[config.mk]
export PLATFORM = sky130hd
export DESIGN_NAME = bldc_pwm_commutator_flat
export DESIGN_NICKNAME = d
export VERILOG_FILES = /design/src/rtl/bldc_pwm_commutator_pkg.sv /design/src/rtl/bldc_pwm_commutator_if.sv /design/src/rtl/bldc_pwm_commutator_deadtime_gate.sv /design/src/rtl/bldc_pwm_commutator.sv /design/src/flat_wrapper.sv
export SDC_FILE = /design/constraint.sdc
export NUM_CORES = 1
export LEC_CHECK = 0
export ABC_AREA = 0
export BUFFER_PORTS_ARGS = -buffer_cell sky130_fd_sc_hd__buf_2
export CAP_MARGIN = 30
export CORE_MARGIN = 2
export CORE_UTILIZATION = 35
export DETAILED_ROUTE_END_ITERATION = 8
export GPL_ROUTABILITY_DRIVEN = 1
export PLACE_DENSITY_LB_ADDON = 0.3
export SLEW_MARGIN = 20
export SYNTH_ARGS = -nofsm -noshare
export SYNTH_HDL_FRONTEND = slang
export SYNTH_SLANG_ARGS = --single-unit
[constraint.sdc]
create_clock -name CLK -period 3.6 [get_ports CLK]
set_input_delay 0.36 -clock CLK [delete_from_list [all_inputs] [get_ports CLK]]
set_output_delay 0.36 -clock CLK [all_outputs]
set_load 0.01 [all_outputs]
[src/rtl/bldc_pwm_commutator_pkg.sv]
// bldc_pkg: hall codes, phase indices and the commutation table lookup (code,dir -> valid/sector/hi/lo) shared by the BLDC stage
package bldc_pkg;
  localparam logic [2:0] HALL_S0 = 3'd5, HALL_S1 = 3'd4, HALL_S2 = 3'd6;
  localparam logic [2:0] HALL_S3 = 3'd2, HALL_S4 = 3'd3, HALL_S5 = 3'd1;
  localparam int PH_A = 0, PH_B = 1, PH_C = 2;
  localparam logic [2:0] M_A = 3'b1 << PH_A, M_B = 3'b1 << PH_B, M_C = 3'b1 << PH_C;
  typedef struct packed {
    logic       valid;
    logic [2:0] sector;
    logic [2:0] hi;
    logic [2:0] lo;
  } comm_t;
  function automatic comm_t comm_lookup(input logic [2:0] code, input logic dir);
    logic       v;
    logic [2:0] s, hi, lo;
    v  = 1'b1;
    s  = 3'd0;
    hi = 3'b000;
    lo = 3'b000;
    case (code)
      HALL_S0: begin s = 3'd0; hi = M_A; lo = M_B; end
      HALL_S1: begin s = 3'd1; hi = M_A; lo = M_C; end
      HALL_S2: begin s = 3'd2; hi = M_B; lo = M_C; end
      HALL_S3: begin s = 3'd3; hi = M_B; lo = M_A; end
      HALL_S4: begin s = 3'd4; hi = M_C; lo = M_A; end
      HALL_S5: begin s = 3'd5; hi = M_C; lo = M_B; end
      default: v = 1'b0;
    endcase
    return dir ? comm_t'{v, s, lo, hi} : comm_t'{v, s, hi, lo};
  endfunction
endpackage

[src/rtl/bldc_pwm_commutator_if.sv]
// bldc_pwm_commutator_if: control/hall inputs (enable,dir,duty,hall,fault_clr) and gate/status outputs (gate_hi,gate_lo,sector,period_start,fault)
interface bldc_pwm_commutator_if #(parameter int PWM_WIDTH = 9);
  logic                 enable, dir, fault_clr, period_start, fault;
  logic [PWM_WIDTH-1:0] duty;
  logic [2:0]           hall, gate_hi, gate_lo, sector;
  modport master (output enable, dir, duty, hall, fault_clr, input gate_hi, gate_lo, sector, period_start, fault);
  modport slave  (input enable, dir, duty, hall, fault_clr, output gate_hi, gate_lo, sector, period_start, fault);
endinterface

[src/rtl/bldc_pwm_commutator_deadtime_gate.sv]
// deadtime_gate: one phase; hi_req/lo_req in, registered gate_hi/gate_lo out, complement held off DEADTIME cycles after a gate falls
module deadtime_gate #(
  parameter int DEADTIME = 8,
  parameter int DT_WIDTH = 4
) (
  input  logic CLK,
  input  logic RST,
  input  logic hi_req,
  input  logic lo_req,
  output logic gate_hi,
  output logic gate_lo
);
  logic [DT_WIDTH-1:0] dt_cnt;
  logic fell_hi, fell_lo, clash, dt_idle, hi_n, lo_n, fall;
  always_comb begin
    clash   = hi_req & lo_req;
    dt_idle = dt_cnt == '0;
    hi_n    = hi_req & !clash & (gate_hi | (!gate_lo & (dt_idle | !fell_lo)));
    lo_n    = lo_req & !clash & (gate_lo | (!gate_hi & (dt_idle | !fell_hi)));
    fall    = (gate_hi & !hi_n) | (gate_lo & !lo_n);
  end
  always_ff @(posedge CLK)
    if (RST) begin
      gate_hi <= 1'b0;
      gate_lo <= 1'b0;
      fell_hi <= 1'b1;
      fell_lo <= 1'b1;
      dt_cnt  <= DT_WIDTH'(DEADTIME);
    end else begin
      gate_hi <= hi_n;
      gate_lo <= lo_n;
      fell_hi <= (gate_hi & !hi_n) ? 1'b1 : (gate_lo & !lo_n) ? 1'b0 : fell_hi;
      fell_lo <= (gate_lo & !lo_n) ? 1'b1 : (gate_hi & !hi_n) ? 1'b0 : fell_lo;
      dt_cnt  <= fall ? DT_WIDTH'(DEADTIME) : dt_idle ? dt_cnt : dt_cnt - DT_WIDTH'(1);
    end
endmodule

[src/rtl/bldc_pwm_commutator.sv]
// bldc_pwm_commutator: PWM counter/duty shadow, hall sync+decode, sticky fault, 3x deadtime_gate; ports CLK, RST, bus (slave)
module bldc_pwm_commutator
  import bldc_pkg::*;
#(
  parameter int PWM_WIDTH = 9,
  parameter int DEADTIME  = 8,
  parameter int DT_WIDTH  = 4
) (
  input logic CLK,
  input logic RST,
  bldc_pwm_commutator_if.slave bus
);
  logic [PWM_WIDTH-1:0] cnt, duty_q;
  logic [2:0] hall_s1, hall_s2, tbl_hi, tbl_lo, hi_req, lo_req, gate_hi, gate_lo;
  logic [1:0] sync_vld;
  logic pwm_on, run;
  comm_t dec;
  always_comb begin
    dec    = comm_lookup(hall_s2, bus.dir);
    pwm_on = cnt < duty_q;
    run    = bus.enable & !bus.fault;
    hi_req = {3{run & pwm_on}} & tbl_hi;
    lo_req = {3{run}} & tbl_lo;
  end
  always_ff @(posedge CLK)
    if (RST) begin
      cnt              <= '0;
      duty_q           <= '0;
      bus.period_start <= 1'b0;
      hall_s1          <= 3'b000;
      hall_s2          <= 3'b000;
      sync_vld         <= 2'b00;
      bus.fault        <= 1'b0;
      bus.sector       <= 3'd0;
      tbl_hi           <= 3'b000;
      tbl_lo           <= 3'b000;
    end else begin
      cnt              <= cnt + PWM_WIDTH'(1);
      duty_q           <= &cnt ? bus.duty : duty_q;
      bus.period_start <= &cnt;
      hall_s1          <= bus.hall;
      hall_s2          <= hall_s1;
      sync_vld         <= {sync_vld[0], 1'b1};
      // the zeroed synchroniser is not a real hall sample, so decode waits until it has been refilled
      if (sync_vld[1]) begin
        bus.fault <= !dec.valid | (bus.fault & !bus.fault_clr);
        if (dec.valid) begin
          bus.sector <= dec.sector;
          tbl_hi     <= dec.hi;
          tbl_lo     <= dec.lo;
        end
      end
    end
  for (genvar p = 0; p < 3; p++) begin : g_dt
    deadtime_gate #(.DEADTIME(DEADTIME), .DT_WIDTH(DT_WIDTH)) u_dt (
      .CLK(CLK), .RST(RST), .hi_req(hi_req[p]), .lo_req(lo_req[p]),
      .gate_hi(gate_hi[p]), .gate_lo(gate_lo[p])
    );
  end
  assign bus.gate_hi = gate_hi;
  assign bus.gate_lo = gate_lo;
endmodule

[src/flat_wrapper.sv]
// flat-port wrapper written by rule: the top's interface ports become plain ports
module bldc_pwm_commutator_flat import bldc_pkg::*;
#(
  parameter int PWM_WIDTH = 9,
  parameter int DEADTIME  = 8,
  parameter int DT_WIDTH  = 4
)
  (CLK, RST, bus_enable, bus_dir, bus_duty, bus_hall, bus_fault_clr, bus_gate_hi, bus_gate_lo, bus_sector, bus_period_start, bus_fault);
  bldc_pwm_commutator_if #(.PWM_WIDTH(PWM_WIDTH)) bus_i ();
  input logic CLK;
  input logic RST;
  input wire logic [$bits(bus_i.enable)-1:0] bus_enable;
  input wire logic [$bits(bus_i.dir)-1:0] bus_dir;
  input wire logic [$bits(bus_i.duty)-1:0] bus_duty;
  input wire logic [$bits(bus_i.hall)-1:0] bus_hall;
  input wire logic [$bits(bus_i.fault_clr)-1:0] bus_fault_clr;
  output wire logic [$bits(bus_i.gate_hi)-1:0] bus_gate_hi;
  output wire logic [$bits(bus_i.gate_lo)-1:0] bus_gate_lo;
  output wire logic [$bits(bus_i.sector)-1:0] bus_sector;
  output wire logic [$bits(bus_i.period_start)-1:0] bus_period_start;
  output wire logic [$bits(bus_i.fault)-1:0] bus_fault;
  assign bus_i.enable = bus_enable;
  assign bus_i.dir = bus_dir;
  assign bus_i.duty = bus_duty;
  assign bus_i.hall = bus_hall;
  assign bus_i.fault_clr = bus_fault_clr;
  assign bus_gate_hi = bus_i.gate_hi;
  assign bus_gate_lo = bus_i.gate_lo;
  assign bus_sector = bus_i.sector;
  assign bus_period_start = bus_i.period_start;
  assign bus_fault = bus_i.fault;
  bldc_pwm_commutator #(.PWM_WIDTH(PWM_WIDTH), .DEADTIME(DEADTIME), .DT_WIDTH(DT_WIDTH)) u_core (.CLK(CLK), .RST(RST), .bus(bus_i));
endmodule
### Word level (Yosys, flattened, before mapping)

Index checks and enable logic that the tools add are counted.

| cells by class | value |
|---|---|
| add/subtract/negate cells | 4 |
| order comparisons | 1 |
| eq/ne operators | 6 |
| multiplexer cells | 6 |
| bitwise logic cells | 48 |
| reductions and logical operators | 45 |

Operators with widths:

| cell | number |
|---|---|
| AND 1 bit | 30 |
| OR reduction 2 bit | 15 |
| logical NOT 1 bit | 24 |
| case mux 3 bit (3 select lines) | 2 |
| OR 1 bit | 16 |
| case mux 3 bit (5 select lines) | 1 |
| logical NOT 4 bit | 3 |
| subtractor 4 x 1 -> 4 bit (second input constant) | 3 |
| adder 9 x 1 -> 9 bit (second input constant) | 1 |
| equality test 3 bit (second input constant) | 3 |
| less-than comparator 9 bit | 1 |
| AND reduction 9 bit | 1 |
| AND 3 bit | 2 |
| equality test 3 x 2 -> 1 bit (second input constant) | 2 |
| two-way mux 6 bit | 1 |
| OR reduction 6 bit | 1 |
| equality test 3 x 1 -> 1 bit (second input constant) | 1 |
| two-way mux 1 bit | 2 |
| AND reduction 2 bit | 1 |

| word-level totals | value |
|---|---|
| register bits after elaboration | 61 |
| bits of input ports | 17 |
| logic and storage cells | 136 |

### Logic depth before layout (Yosys ltp)

Gate-level depths: netlist of run 1.

| depth | value |
|---|---|
| depth in word-level cells | 12 |
| depth in mapped cells | 7 |
| mapped depth without buffers | 7 |

### Cells and area by module

From an unflattened synthesis of run 1, not the netlist that was laid out.

| unflattened totals | value |
|---|---|
| cell total of the unflattened synthesis | 309 |
| area total of the unflattened synthesis | 2847.7 sq um |

By module, submodules not included:

| module | times used | cells each | area an instance (sq um) |
|---|---|---|---|
| bldc_pwm_commutator | 1 | 198 | 1770.4 |
| deadtime_gate | 3 | 37 | 359.1 |

### Worst setup path before layout of run 1

Ideal clock, no wire load.

| timing path | value |
|---|---|
| kind | flip-flop to flip-flop |
| start point | reg u_core.duty_q[6] |
| end point | reg u_core.g_dt[2].u_dt.dt_cnt[3] |
| arrival time | 1.777 ns |
| data required time | 3.478 ns |
| slack | 1.701 ns |
| stages on the path, launching flop included | 8 |
| path buffers | 0 |
| path through | dfxtp_1 inv_1 ha_1 a21oi_1 o211ai_1 nor4_1 a21oi_1 a221o_1 |

| between the ends | value |
|---|---|
| longest elaborated chain between the ends | 11 |
| elaborated cells on any way between the ends | 15 |

Ends and longest elaborated chain:

| element | line | RTL |
|---|---|---|
| from (decl) | bldc_pwm_commutator.sv:13 | `logic [PWM_WIDTH-1:0] cnt, duty_q;` |
| from (signal assigned) | bldc_pwm_commutator.sv:39 | `duty_q <= &cnt ? bus.duty : duty_q;` |
| less-than comparator 9 bit (*) | bldc_pwm_commutator.sv:20 | `pwm_on = cnt < duty_q;` |
| AND 1 bit (*) | bldc_pwm_commutator.sv:22 | `hi_req = {3{run & pwm_on}} & tbl_hi;` |
| AND 3 bit (*) | bldc_pwm_commutator.sv:22 |  |
| AND 1 bit | bldc_pwm_commutator_deadtime_gate.sv:16 | `clash = hi_req & lo_req;` |
| logical NOT 1 bit | bldc_pwm_commutator_deadtime_gate.sv:18, bldc_pwm_commutator_deadtime_gate.sv:19 |  |
| AND 1 bit, on equally long branches (2 in a row) | bldc_pwm_commutator_deadtime_gate.sv:18, bldc_pwm_commutator_deadtime_gate.sv:19 |  |
| logical NOT 1 bit | bldc_pwm_commutator_deadtime_gate.sv:20 | `fall = (gate_hi & !hi_n) \| (gate_lo & !lo_n);` |
| AND 1 bit | bldc_pwm_commutator_deadtime_gate.sv:20 |  |
| OR 1 bit (*) | bldc_pwm_commutator_deadtime_gate.sv:20 |  |
| OR reduction 2 bit (no line) (*) | -- |  |
| to (signal assigned) | bldc_pwm_commutator_deadtime_gate.sv:28 | `dt_cnt <= DT_WIDTH'(DEADTIME);` |
| to (signal assigned) | bldc_pwm_commutator_deadtime_gate.sv:34 | `dt_cnt <= fall ? DT_WIDTH'(DEADTIME) : dt_idle ? dt_cnt : dt_cnt - DT_WIDTH'(1);` |
| to (decl) | bldc_pwm_commutator_deadtime_gate.sv:13 | `logic [DT_WIDTH-1:0] dt_cnt;` |

Mark *: on every way between the ends. The rest lies on a longest branch, timed or not.
A chain may end at the register's enable or synchronous reset.

### Worst setup path after layout of run 1

| timing path | value |
|---|---|
| start point | reg u_core.duty_q[6] |
| end point | reg u_core.g_dt[1].u_dt.dt_cnt[3] |

| between the ends | value |
|---|---|
| longest elaborated chain between the ends | 11 |
| elaborated cells on any way between the ends | 15 |

Ends and longest elaborated chain:

| element | line |
|---|---|
| less-than comparator 9 bit (*) | bldc_pwm_commutator.sv:20 |
| AND 1 bit (*) | bldc_pwm_commutator.sv:22 |
| AND 3 bit (*) | bldc_pwm_commutator.sv:22 |
| AND 1 bit | bldc_pwm_commutator_deadtime_gate.sv:16 |
| logical NOT 1 bit | bldc_pwm_commutator_deadtime_gate.sv:18, bldc_pwm_commutator_deadtime_gate.sv:19 |
| AND 1 bit, on equally long branches (2 in a row) | bldc_pwm_commutator_deadtime_gate.sv:18, bldc_pwm_commutator_deadtime_gate.sv:19 |
| logical NOT 1 bit | bldc_pwm_commutator_deadtime_gate.sv:20 |
| AND 1 bit | bldc_pwm_commutator_deadtime_gate.sv:20 |
| OR 1 bit (*) | bldc_pwm_commutator_deadtime_gate.sv:20 |
| OR reduction 2 bit (no line) (*) | -- |
| to (signal assigned) | bldc_pwm_commutator_deadtime_gate.sv:28 |
| to (signal assigned) | bldc_pwm_commutator_deadtime_gate.sv:34 |
| to (decl) | bldc_pwm_commutator_deadtime_gate.sv:13 |

Marks and branches as above.

==> results_dict.tcl, run 1 <==
set metrics [dict create \
    r2r_start "u_core.duty_q[6]" \
    cp_num_buf_inv 1 \
    path_class "reg2reg" \
    wl_per_cell_um 12.3 \
    io_buffers 27 \
    nets 381 \
    cts_root_buffer "clkbuf_8" \
    clk_latency_ns 0.34 \
    cp_top_family "compound AO/OA/AOI/OAI gates" \
    grt_use_total_pct 14.1 \
    critical_path.cell_chain "inv_1 > ha_1 > a21oi_1 > o211ai_1 > nor4_1 > a21oi_1 > a221o_1" \
    drc 0 \
    firstDrtPassIters 4 \
    mostFrequentLayoutCell "dfxtp_1" \
    p_total_uw 1710 \
    maxCapViolCount 0 \
    crit_slowest_cell "a221o_1" \
    pre_cts_slack_ns 1.42 \
    num_vias 2314 \
    hold_end "u_core.hall_s1[0]" \
    coreArea_um2 8180 \
    yosys_register_bits 61 \
    critPathLaunchType "flop" \
    dieWidth_um 95.5 \
    clk_pin_slew_ns 0.06 \
    endpoint_kind "flop" \
    cts_tree "yes" \
    yosysTopAreaCell "dfxtp_1" \
    r2r_cells 7 \
    synth_cell_types 46 \
    grt_pass1_vias 2228 \
    cts.repair.resized 0 \
    numCtsBuffers 9 \
    tns_ns 0 \
    wl_mm 5.69 \
    grt_first_pass_wirelength_mm 9.96 \
    placed_cell_area_um2 3110 \
    ant_nets 0 \
    clockBufferDepth 2 \
    dp_hpwl_mm 4.09 \
    max_freq_mhz 447 \
    synth_fp_nets 360 \
    gp_congestion 0.802 \
    final-setup-viol-count 0 \
    crit_required_ns 3.83 \
    pwr_density_cell_nw_per_um2 520 \
    r2r-end "u_core.g_dt[1].u_dt.dt_cnt[3]" \
    syn_area_per_cell_um2 8.87 \
    drtIter0Drc 119 \
    timing.final.crit_share_pct 62.1 \
    yosysSeqAreaShare_pct 41.7 \
    syn-cell-area_um2 2930 \
    htreeDepth 3 \
    rsz0062_at_grt "false" \
    synth_top_area_share_pct 41.7 \
    utilization_pct 40.1 \
    viasPerCell 5.02 \
    reg2reg_slack_ns 1.36 \
    synthArstFlopShare_pct 0 \
    status "finished clean" \
    clock-sinks 61 \
    fin_ws_ns 1.36 \
    cp_max_fo 4 \
    postCtsSetupBuffers 0 \
    worstPathArrival_ns 2.46 \
    antenna_found_initial 0 \
    hold_start "bus_hall[0]" \
    dieHeight_um 95.5 \
    p_leak_uw 0.00130 \
    area_growth_syn_to_layout_pct 12.0 \
    yosys_warnings 0 \
    final_max_slew_viol_count 0 \
    tightest_slew_ns 0.899 \
    overflow 0 \
    antenna_cells 0 \
    synthCells 330 \
    final_cell_mix "61 x dfxtp_1, 39 x nor2_1, 27 x buf_2" \
    cpMostUsedCell "a21oi_1" \
    hold_depth 2 \
    cts_hold_buf 0 \
    die-area_um2 9110 \
    hold_class "in2reg" \
    synth_edf_count 0 \
    max-vdd-ir-drop_mv 0.232 \
    initial_utilization_pct 35.8 \
    num_rows 33 \
    finalInstanceArea_um2 3280 \
    ios 28 \
    max_stage_delay_ns 0.37 \
    finalHoldViolations 0 \
    fin_crit_ns 2.24 \
    slew_headroom_pct 40.1 \
    grt_max_degree 51 \
    final_layout_size_suffix_gt1_share_pct 15.7 \
    finalClockSkew_ns 0.00597 \
    synth_area_leaders "dfxtp_1 42%, ha_1 5.6%, nor2_1 5.0%" \
    synth-main-ff-cell "dfxtp_1" \
]
==> metrics by stage <==
stage                     cells  hold WS (ns)
after floorplan             330         0.414
after CTS                   461         0.216
after global placement      445         0.418
final                       461         0.231
after global routing        461         0.222
after detailed placement    445         0.427
==> worst max-delay path by stage <==
stage,from,end,slack (ns),depth (start not counted)
final,u_core.duty_q[6],u_core.g_dt[1].u_dt.dt_cnt[3],1.36,7
after global placement,u_core.duty_q[6],u_core.g_dt[0].u_dt.gate_hi,1.48,7
after CTS,u_core.duty_q[6],u_core.g_dt[2].u_dt.dt_cnt[3],1.40,7
after floorplan,u_core.duty_q[6],u_core.g_dt[2].u_dt.dt_cnt[3],1.70,7
after detailed placement,u_core.duty_q[6],u_core.g_dt[1].u_dt.fell_hi,1.42,7
after global routing,u_core.duty_q[6],u_core.g_dt[2].u_dt.dt_cnt[3],1.20,7
==> power breakdown <==
part / internal, µW / switching (µW) / leakage [µW]
logic: 178 / 182 / 0.000718
clock network: 288 / 247 / 0.0000877
registers: 752 / 60.3 / 0.000498
total: 1220 / 489 / 0.00130
==> routing by layer <==
layer / vias up / part of all wire (%) / track usage (%)
met1: 1069 / 48 / 17.6
met2: 37 / 45 / 21.9
met4: 0 / 2.0 / 6.55
li1: 1196 / - / -
met5: - / 0 / 0
met3: 12 / 4.4 / 4.58
==> flip-flops by register name (all words and copies together) (netlist names), 2 cells and up <==
name and cells:
u_core.cnt 9, u_core.g_dt.u_dt.fell_lo 3, u_core.g_dt.u_dt.gate_lo 3, u_core.tbl_lo 3, u_core.tbl_hi 3, u_core.duty_q 9
u_core.g_dt.u_dt.fell_hi 3, u_core.hall_s1 3, u_core.g_dt.u_dt.gate_hi 3, u_core.sync_vld 2, u_core.hall_s2 3, u_core.g_dt.u_dt.dt_cnt 12
u_core.bus.sector 3
==> area by class of cell <==
| class | instances | area (µm²) |
|---|---|---|
| Fill cell | 873 | 4900 |
| Inverter | 21 | 78.8 |
| Multi-Input combinational cell | 231 | 1540 |
| Clock inverter | 1 | 5.00 |
| Clock buffer | 15 | 166 |
| Tap cell | 105 | 131 |
| Timing Repair Buffer | 27 | 135 |
| Sequential cell | 61 | 1220 |
==> cell usage after synthesis, drive strengths merged (4+ instances only) <==
library cell	instances
clkbuf	10
nor2	41
a221oi	5
a21oi	26
inv	21
and3	4
buf	7
or3	6
a22oi	4
mux2i	13
nand3b	6
o21ai	7
xnor2	6
o21a	5
nor3	12
nor2b	11
nand2	22
nand3	6
xor2	4
ha	13
nor4	4
o211ai	6
dfxtp	61
==> cells by family after synthesis <==
family | Yosys count | synth area share, %
simple gates | 124 | 22.6
compound gates | 69 | 16.3
flops | 61 | 41.7
buf+inv | 38 | 5.64
mux | 15 | 5.21
fa+ha+maj | 13 | 5.56
xor+xnor | 10 | 2.99
Power figures use the tool's default switching activity.
==> run 2: changes to the inputs <==
- clock period: 3.6 -> 1.8 ns (I/O delays scaled with it)
==> run 2 against run 1 <==
The flow now finishes with violations (negative setup slack). Critical path depth did not move. Sequential power up 100%. Clock skew is 0.00089 ns lower. Sequential cell count is the same. Sequential share of layout area is 4.3 points lower. Global-route usage rose by 0.95 points. Critical endpoint is now u_core.g_dt[2].u_dt.dt_cnt[3].
==> results_dict.tcl, run 2 (synthesis results as in run 1) <==
set metrics [dict create \
    status "finished, violations left" \
    failed_checks "negative setup slack" \
    firstDrtPassIters 4 \
    hold_depth 2 \
    io_buffers 27 \
    nets 409 \
    critical_path.cell_chain "inv_2 > ha_4 > a21oi_4 > o211ai_1 > nor4_2 > a21oi_4 > a221o_1" \
    critPathLaunchType "flop" \
    cp_top_family "compound AO/OA/AOI/OAI gates" \
    num_rows 33 \
    worstPathArrival_ns 2.18 \
    largest_reg_flops 12 \
    gp_congestion 0.802 \
    cts_root_buffer "clkbuf_8" \
    antenna_found_initial 0 \
    top_regs "u_core.g_dt.u_dt.dt_cnt x12, u_core.cnt x9, u_core.duty_q x9" \
    clockBufferDepth 2 \
    crit_slowest_cell "a221o_1" \
    drc 0 \
    tightest_slew_ns 0.534 \
    clock-sinks 61 \
    grt_use_total_pct 15.0 \
    grt_pass1_vias 2355 \
    pre_cts_slack_ns -0.176 \
    pwr_density_cell_nw_per_um2 918 \
    overflow 0 \
    p_leak_uw 0.00146 \
    path_class "reg2reg" \
    maxCapViolCount 0 \
    area_growth_syn_to_layout_pct 27.6 \
    max_freq_mhz 512 \
    initial_utilization_pct 35.8 \
    rsz0062_at_grt "true" \
    final-setup-viol-count 17 \
    timing.final.crit_share_pct 109 \
    final_cell_mix "54 x dfxtp_1, 39 x nor2_1, 27 x buf_2" \
    endpoint_kind "flop" \
    tns_ns -1.28 \
    grt_max_degree 25 \
    slew_headroom_pct 64.3 \
    antenna_cells 0 \
    ios 28 \
    cpMostUsedCell "a21oi_4" \
    viasPerCell 4.96 \
    numCtsBuffers 9 \
    dp_hpwl_mm 4.29 \
    cp_num_buf_inv 1 \
    cts_tree "yes" \
    p_total_uw 3430 \
    fin_ws_ns -0.154 \
    wl_mm 6.12 \
    wl_per_cell_um 12.5 \
    dieWidth_um 95.5 \
    htreeDepth 3 \
    cp.depth 7 \
    dp_cells 468 \
    mostFrequentLayoutCell "dfxtp_1" \
    max_flop_register "u_core.g_dt.u_dt.dt_cnt" \
    cts_hold_buf 0 \
    reg2reg_slack_ns -0.15 \
    final_layout_size_suffix_gt1_share_pct 32.6 \
    ant_nets 0 \
    grt_first_pass_wirelength_mm 10.6 \
    final_max_slew_viol_count 0 \
    cp_max_fo 4 \
    hold_class "in2reg" \
    drtIter0Drc 76 \
    instances_no_fill 488 \
    dieHeight_um 95.5 \
    num_vias 2421 \
    clk_pin_slew_ns 0.06 \
    finalClockSkew_ns 0.00508 \
    die-area_um2 9110 \
    finalHoldViolations 0 \
    fin_crit_ns 1.95 \
    crit_required_ns 2.03 \
    coreArea_um2 8180 \
    max-vdd-ir-drop_mv 0.557 \
    r2r_cells 7 \
    max_stage_delay_ns 0.36 \
    clk_latency_ns 0.34 \
]
run 2: cell types whose count changed in the layout (fill, tap and decap cells not counted), moves of 5 or more:
cell	change
ha_1	-6
a21oi_1	-6
dfxtp_1	-7
dfxtp_2	+7
buf_4	+25
ha_4	+5
a21oi_4	+5
run 2: layer usage:
metal | track usage, % | part of all wire (%) | up-vias
li1 | - | - | 1248
met1 | 18.1 | 45 | 1122
met2 | 24.1 | 48 | 36
met3 | 5.45 | 4.1 | 15
met4 | 6.31 | 2.1 | 0
met5 | 0 | 0 | -
run 2: power by group:
group | total, µW | internal (µW) | switching (µW) | leakage (µW)
clock | 1020 | 526 | 493 | 0.0000833
combinational | 789 | 393 | 396 | 0.000879
sequential | 1620 | 1500 | 118 | 0.000502
total | 3430 | 2420 | 1010 | 0.00146
run 2: what timing repair did:
| action | CTS | global route |
|---|---|---|
| pin swaps | 19 | 7 |
| setup buffers | 4 | 1 |
| endpoints found under the setup margin | 21 | 30 |
| gates resized for setup | 27 | 21 |
run 2: final cells by class:
cell class,count,area [µm²]
multi-input cells,231,1780
clock inverters,2,10.0
flip-flops and latches,61,1230
clock buffers,13,149
fillers,795,4440
inverters,21,78.8
repair buffers,55,357
well taps,105,131
run 2: metrics by stage:
step / hold slack (ns) / instance area, µm² / util (%)
after floorplan: 0.289 / 2970 / -
after global placement: 0.392 / 3320 / 40.6
after detailed placement: 0.394 / 3320 / 40.6
after CTS: 0.0328 / 3630 / 44.4
after global routing: 0.0305 / 3730 / 45.7
final: 0.0519 / 3730 / 45.7
run 2: worst paths after layout:
path / from / end
worst max-delay path: u_core.duty_q[6] / u_core.g_dt[2].u_dt.dt_cnt[3]
worst max register to register: u_core.duty_q[6] / u_core.g_dt[2].u_dt.dt_cnt[3]
worst min-delay path: bus_hall[1] / u_core.hall_s1[1]
worst min register to register: u_core.hall_s1[2] / u_core.hall_s2[2]
run 2: worst register-to-register path: stages (launching register included):
cell and delay [ns]:
dfxtp_2 0.33, inv_2 0.04, ha_4 0.23, a21oi_4 0.19, o211ai_1 0.23, nor4_2 0.34, a21oi_4 0.12, a221o_1 0.36
